==> config.mk <==
export PLATFORM = sky130hd
export DESIGN_NAME = dcr_id_ex_stage
export DESIGN_NICKNAME = d
export VERILOG_FILES = /design/src/rtl/dcr_id_ex_stage.sv
export SDC_FILE = /design/constraint.sdc
export NUM_CORES = 1
export LEC_CHECK = 0
export BUFFER_PORTS_ARGS = -buffer_cell sky130_fd_sc_hd__buf_2
export CORE_ASPECT_RATIO = 1.75
export CORE_MARGIN = 10
export CORE_UTILIZATION = 45
export CTS_BUF_LIST = sky130_fd_sc_hd__clkbuf_4
export DETAILED_ROUTE_END_ITERATION = 16
export PLACE_DENSITY = 0.89
export SETUP_SLACK_MARGIN = 0.5
export SLEW_MARGIN = 25
export SYNTH_ARGS = -nofsm -noshare
export SYNTH_HDL_FRONTEND = slang
export SYNTH_SLANG_ARGS = --single-unit
==> constraint.sdc <==
create_clock -name clk -period 2.6 [get_ports clk]
set_input_delay 0.52 -clock clk [delete_from_list [all_inputs] [get_ports clk]]
set_output_delay 0.52 -clock clk [all_outputs]
set_load 0.05 [all_outputs]
==> src/rtl/dcr_id_ex_stage.sv <==
// ID/EX pipeline register with EX/MEM and MEM/WB operand forwarding and
// load-use hazard detection; drives the x/y/funct inputs of the EX-stage ALU.
module dcr_id_ex_stage #(
    parameter int DATA_W  = 32,
    parameter int RADDR_W = 5,
    parameter bit FWD_EN  = 1'b1
) (
    input  logic               clk,
    input  logic               rst_n,
    input  logic               id_valid,
    input  logic [RADDR_W-1:0] id_rs,
    input  logic [RADDR_W-1:0] id_rt,
    input  logic [DATA_W-1:0]  id_rs_data,
    input  logic [DATA_W-1:0]  id_rt_data,
    input  logic [DATA_W-1:0]  id_imm,
    input  logic               id_use_imm,
    input  logic               id_use_shamt,
    input  logic [4:0]         id_shamt,
    input  logic [3:0]         id_funct,
    input  logic [RADDR_W-1:0] id_rd,
    input  logic               id_reg_write,
    input  logic               id_mem_read,
    input  logic               flush,
    input  logic               exm_reg_write,
    input  logic [RADDR_W-1:0] exm_rd,
    input  logic [DATA_W-1:0]  exm_result,
    input  logic               mwb_reg_write,
    input  logic [RADDR_W-1:0] mwb_rd,
    input  logic [DATA_W-1:0]  mwb_result,
    output logic               stall_id,
    output logic               ex_valid,
    output logic [DATA_W-1:0]  ex_x,
    output logic [DATA_W-1:0]  ex_y,
    output logic [3:0]         ex_funct,
    output logic [RADDR_W-1:0] ex_rd,
    output logic               ex_reg_write,
    output logic               ex_mem_read
);

    logic               valid_q, valid_d;
    logic [RADDR_W-1:0] rs_q, rt_q, rd_q;
    logic [DATA_W-1:0]  rs_data_q, rt_data_q, imm_q;
    logic               use_imm_q, use_shamt_q;
    logic [4:0]         shamt_q;
    logic [3:0]         funct_q;
    logic               reg_write_q, reg_write_d;
    logic               mem_read_q, mem_read_d;

    logic rs_hit, rt_hit;

    // A shift takes x from shamt, so its rs field is not a real source.
    assign rs_hit   = (rd_q == id_rs) && !id_use_shamt;
    assign rt_hit   = (rd_q == id_rt) && !id_use_imm;
    assign stall_id = id_valid && valid_q && mem_read_q && (rd_q != '0) && (rs_hit || rt_hit);

    always_comb begin
        valid_d     = id_valid;
        reg_write_d = id_reg_write && id_valid;
        mem_read_d  = id_mem_read && id_valid;
        if (flush || stall_id) begin
            valid_d     = 1'b0;
            reg_write_d = 1'b0;
            mem_read_d  = 1'b0;
        end
    end

    always_ff @(posedge clk or negedge rst_n) begin
        if (!rst_n) begin
            valid_q     <= 1'b0;
            rs_q        <= '0;
            rt_q        <= '0;
            rd_q        <= '0;
            rs_data_q   <= '0;
            rt_data_q   <= '0;
            imm_q       <= '0;
            use_imm_q   <= 1'b0;
            use_shamt_q <= 1'b0;
            shamt_q     <= '0;
            funct_q     <= '0;
            reg_write_q <= 1'b0;
            mem_read_q  <= 1'b0;
        end else begin
            valid_q     <= valid_d;
            reg_write_q <= reg_write_d;
            mem_read_q  <= mem_read_d;
            // Payload is don't-care in a bubble, so it is captured unconditionally.
            rs_q        <= id_rs;
            rt_q        <= id_rt;
            rd_q        <= id_rd;
            rs_data_q   <= id_rs_data;
            rt_data_q   <= id_rt_data;
            imm_q       <= id_imm;
            use_imm_q   <= id_use_imm;
            use_shamt_q <= id_use_shamt;
            shamt_q     <= id_shamt;
            funct_q     <= id_funct;
        end
    end

    // Operand 0 is A (rs), operand 1 is B (rt).
    logic [RADDR_W-1:0] src_idx  [2];
    logic [DATA_W-1:0]  src_data [2];
    logic [DATA_W-1:0]  fwd_data [2];

    assign src_idx[0]  = rs_q;
    assign src_idx[1]  = rt_q;
    assign src_data[0] = rs_data_q;
    assign src_data[1] = rt_data_q;

    generate
        for (genvar gi = 0; gi < 2; gi++) begin : g_fwd
            if (FWD_EN) begin : g_on
                always_comb begin
                    fwd_data[gi] = src_data[gi];
                    if (exm_reg_write && (exm_rd != '0) && (exm_rd == src_idx[gi]))
                        fwd_data[gi] = exm_result;
                    else if (mwb_reg_write && (mwb_rd != '0) && (mwb_rd == src_idx[gi]))
                        fwd_data[gi] = mwb_result;
                end
            end else begin : g_off
                assign fwd_data[gi] = src_data[gi];
            end
        end
    endgenerate

    assign ex_x         = use_shamt_q ? {{(DATA_W-5){1'b0}}, shamt_q} : fwd_data[0];
    assign ex_y         = use_imm_q ? imm_q : fwd_data[1];
    assign ex_valid     = valid_q;
    assign ex_funct     = funct_q;
    assign ex_rd        = rd_q;
    assign ex_reg_write = reg_write_q && valid_q;
    assign ex_mem_read  = mem_read_q && valid_q;

endmodule
After elaboration in Yosys (flattened, before gate mapping)
Index checks and enable logic that the tools add are counted.
{"block": "word_totals", "out_inout_bits": 77, "in_bits": 204, "reg_bits": 125, "elab_cells": 51}
{"block": "op_classes", "n_mux": 9, "n_reduce_logical": 23, "n_eq_ne": 6}
{"operator": "$mux 32", "count": 6}
{"operator": "$eq 5x5->1", "count": 6}
{"operator": "$logic_and 1x1->1", "count": 16}
{"operator": "$reduce_bool 5->1", "count": 3}
{"operator": "$mux 1", "count": 3}
{"operator": "$logic_not 1->1", "count": 2}
{"operator": "$logic_or 1x1->1", "count": 2}

Longest topological paths before layout
{"block": "depth", "word_depth": 6, "mapped_depth": 7, "depth_no_buf": 5}

Least setup slack after synthesis
OpenSTA, ideal clock, no wires.
{"block": "synth_timing", "path_kind": "in2out", "startpoint": "in exm_rd[1]", "endpoint": "out ex_y[10]", "stages": 7, "arrival_ns": 2.816, "required_ns": 2.080, "path_slack_ns": -0.736, "path_buffers": 2, "path_cell_list": "or4_1 > o21ai_2 > or3_1 > buf_2 > buf_4 > nor2_1 > o31ai_1"}
{"block": "synth_via", "elab_chain_cells": 5}
{"item": "start: declaration", "line_no": "25", "rtl": "input logic [RADDR_W-1:0] exm_rd,"}
{"item": "$reduce_bool 5->1", "line_no": "115", "rtl": "if (exm_reg_write && (exm_rd != '0) && (exm_rd == src_idx[gi]))"}
{"item": "$logic_and 1x1->1", "line_no": "115"}
{"item": "$logic_and 1x1->1 *", "line_no": "115"}
{"item": "$mux 32 *", "line_no": "115"}
{"item": "$mux 32 *", "line_no": "127", "rtl": "assign ex_y = use_imm_q ? imm_q : fwd_data[1];"}
{"item": "end: declaration", "line_no": "33", "rtl": "output logic [DATA_W-1:0] ex_y,"}
Mark *: on every way between the ends. The rest lies on a longest branch, timed or not.

Worst setup path after layout
{"block": "layout_timing", "startpoint": "reg rs_q[4]", "endpoint": "out ex_x[25]"}
{"block": "layout_via", "elab_chain_cells": 5}
{"item": "start: declaration", "line_no": "41", "rtl": "logic [RADDR_W-1:0] rs_q, rt_q, rd_q;"}
{"item": "start signal: assignment", "line_no": "87", "rtl": "rs_q <= id_rs;"}
{"item": "$eq 5x5->1", "line_no": "117", "rtl": "else if (mwb_reg_write && (mwb_rd != '0) && (mwb_rd == src_idx[gi]))"}
{"item": "$logic_and 1x1->1", "line_no": "117"}
{"item": "$mux 32", "line_no": "117"}
{"item": "$mux 32 *", "line_no": "115"}
{"item": "$mux 32 *", "line_no": "126", "rtl": "assign ex_x = use_shamt_q ? {{(DATA_W-5){1'b0}}, shamt_q} : fwd_data[0];"}
{"item": "end: declaration", "line_no": "32", "rtl": "output logic [DATA_W-1:0] ex_x,"}
Marked as above.

==> reports/summary.txt <==
Status: finished with violations
Failing checks: negative setup slack
Vias in the first global route: 6476
Endpoint arrival time on the critical path: 2640 ps
Gr usage total: 0.263
Cell Rows: 54
Setup TNS Final: -31970 ps
Initial Util: 0.462
Dpl cells: 945
Fin. Hold Viols: 0
Crit-path slowest cell: or4_4
# setup viols final: 64
Die W: 106 um
CP endpoint kind: output pin
Crit-path cells: xnor2_2 -> nand2_2 -> or4_4 -> buf_12 -> buf_16 -> a211oi_4 -> buf_6
Max-slew headroom: 0.591
LEAKAGE: 0.00457 uW
Worst r2r src: ex_rd[3]
Clock Power Share: 0.275
Total grt overflow: 0
Clock period minus final worst setup slack: 3160 ps
Finished Layout Cells: 1013
Largest net degree at the start of global routing: 48
Critical path peak fanout: 5
Pre-antenna DRT Iters: 4
Int Power: 3150 uW
Longest Clk Path Bufs: 2
PnR worst setup slack: -561 ps
Vias: 5719
CTS root buf: clkbuf_4
Nets: 1024
Worst Setup EP: ex_x[25]
R2r endpoint: mem_read_q
Sequential element share of the synthesized area: 0.542
ANT nets after route: 0
Cell Area, Placed: 0.00861 mm2
First-pass GRT wire length: 36400 um
Measured slew at the worst slew-check pin: 614 ps
Layout area overhead: 79.5%
CP max stage delay: 630 ps
Clock sinks: 125
Global placement routability congestion: 0.923
Number of I/O pins: 281
Fin util: 0.829
R2r worst-path depth: 5
RSZ-0062 raised after global routing: true
Startpoint Class: flip-flop
Switching share of power: 0.357
Post-DP HPWL: 17400 um
Crit Path Class: flip-flop to output pin
Beginning of the critical path: rs_q[4]
Die Ht: 170 um
Fraction of layout cells with a size suffix above 1: 0.679
Worst-Skew Late Latency: 530 ps
Warnings, synthesis: 0
Post-Syn Nets: 693
Sequential Power Share: 0.435
Vias per inst: 5.65
# DRC: 0
Hold Crit Class: input port to flip-flop
Sw power: 1750 uW
Initial antenna violation count: 11
Max cap viols: 0
H-tree Lvls: 4
Max VDD drop: 0.000539 V
CTS tree: built
Avg Inst Size Synth: 11.8 um2
Comb pwr share: 0.290
Detailed Route WL: 26900 um
DR WL/cell: 26.6 um
Cell Pwr Density: 473 mW/mm2
Clk_skew: 12.5 ps
Fmax: 0.316 GHz
Clock slew at reported path FFs: 150 ps
Cells after Synth: 489
Core area: 0.0125 mm2
Asr flop ratio synth: 1.00
Port bufs: 280
Number of flops mapped to enable cells by yosys: 0
Post-synth top flop: dfrtp_1
Period utilization: 1.22
Design area: 0.0104 mm2
Die area: 0.0179 mm2
Max Slew Vio Count: 0
Crit path required time: 2080 ps
Post-Syn Area: 0.00577 mm2
Total CTS buffers: 17
Cell variety after synth: 31
R2R Setup Slk: 620 ps
Flops & latches, synth: 125
Initial DRC count: 290
==> cell usage in the layout (no fill, tap or decap), types with 3 or more instances in the layout <==
master        n
clkbuf_4     19
nand2_1      41
a221oi_4     31
buf_16        4
inv_6         4
a211oi_4     27
xnor2_2       6
or3_4         3
clkinvlp_4    5
and3_1       27
diode_2      12
dfrtp_2       4
buf_4        32
a221oi_2      6
nor2_2       36
mux2i_1      22
dfrtp_1     119
o31ai_4      37
xor2_1        7
buf_12       24
nor2_1       18
buf_2       214
nor2_4       13
mux2i_2       5
clkbuf_16     4
and2_1        6
buf_6        71
xnor2_1      16
==> metrics by stage <==
step | power, uW | worst slack [ps] | hold WS (ps)
4_1_cts | 4750 | -604 | 32.6
2_1_floorplan | 2850 | -108 | 224
3_3_place_gp | 3270 | -325 | 557
3_5_place_dp | 3310 | -378 | 572
6_report | 4900 | -561 | 52.8
5_1_grt | 5070 | -705 | 4.46
==> worst min-delay path by stage <==
stage / start / endpoint / slack [ps] / cells past startpoint
6_report: id_rt_data[8] / rt_data_q[8] / 50 / 1
5_1_grt: id_rs_data[6] / rs_data_q[6] / 4 / 1
4_1_cts: id_imm[9] / imm_q[9] / 30 / 1
2_1_floorplan: rst_n / ex_funct[0] / 220 / 0
3_5_place_dp: rst_n / ex_rd[2] / 570 / 1
3_3_place_gp: rst_n / ex_rd[0] / 560 / 1
==> layer usage <==
metal	track usage	share of wire
met1	0.257	0.33
met4	0.173	0.046
met5	0	0
met2	0.475	0.57
met3	0.0688	0.056
==> area by class of cell <==
cell class                 count  area [um2]
multi-input combinational    325        3890
timing repair buffer         351        2820
fill                         620        2140
clock inverter                14         136
sequential                   125        3140
tap                          168         210
clock buffer                  18         135
antenna                       12        30.0
==> synthesized netlist by cell type (all sizes together), types with 3 or more instances <==
cell type,instances,area (um2)
nor2,67,251
o31ai,37,278
dfrtp,125,3130
and2,8,50.1
xor2,8,70.1
clkbuf,15,56.3
and3,27,169
or3,3,18.8
a211oi,27,308
buf,24,169
nand3,3,15.0
a221oi,37,512
nor3,3,15.0
nand2,42,158
mux2i,27,270
xnor2,22,193
or4,3,22.5
==> critical path, delay by kind of cell, from the launching register on <==
kind | cells | cell delay (ps)
DFF | 1 | 440
AOI/OAI and AO/OA | 1 | 250
xor gates and xnor gates | 1 | 150
and+or+nand+nor | 2 | 720
buffers and inverters | 3 | 530
==> power by group through the flow <==
stage	registers, uW	logic, uW	clock network (uW)
floorplan	2140	713	0
global placement	2140	1130	0
detailed placement	2150	1160	0
CTS	2110	1290	1340
global route	2140	1480	1450
finish	2130	1420	1350
==> cells by family (layout without fill, tap and decap cells) <==
family | count (synthesis) | after routing | share of synthesized area
other | 0 | 12 | 0
flip-flops | 125 | 125 | 0.542
multiplexers | 27 | 27 | 0.0468
buffers and inverters | 39 | 383 | 0.0390
AND/OR/NAND/NOR | 163 | 163 | 0.131
AO/OA/AOI/OAI | 105 | 105 | 0.196
XOR/XNOR | 30 | 30 | 0.0455
==> timing repair <==
item                                    CTS  global route
resized for setup                       153           113
buffers inserted                          6             9
endpoints found under the hold margin    44             0
pin swaps                                14            67
hold buffers                              1             0
endpoints found under the setup margin   65            65
cloned                                    4             4
==> sequential cells by signal, summed over array words and instances, names as in the netlist <==
| name | cells |
|---|---|
| imm_q | 32 |
| rs_data_q | 32 |
| rt_data_q | 32 |
| ex_rd | 5 |
| rs_q | 5 |
| rt_q | 5 |
| shamt_q | 5 |
| ex_funct | 4 |
| ex_valid | 1 |
| mem_read_q | 1 |
| reg_write_q | 1 |
| use_imm_q | 1 |
| use_shamt_q | 1 |
No activity file was read; power rests on OpenSTA's default activity.
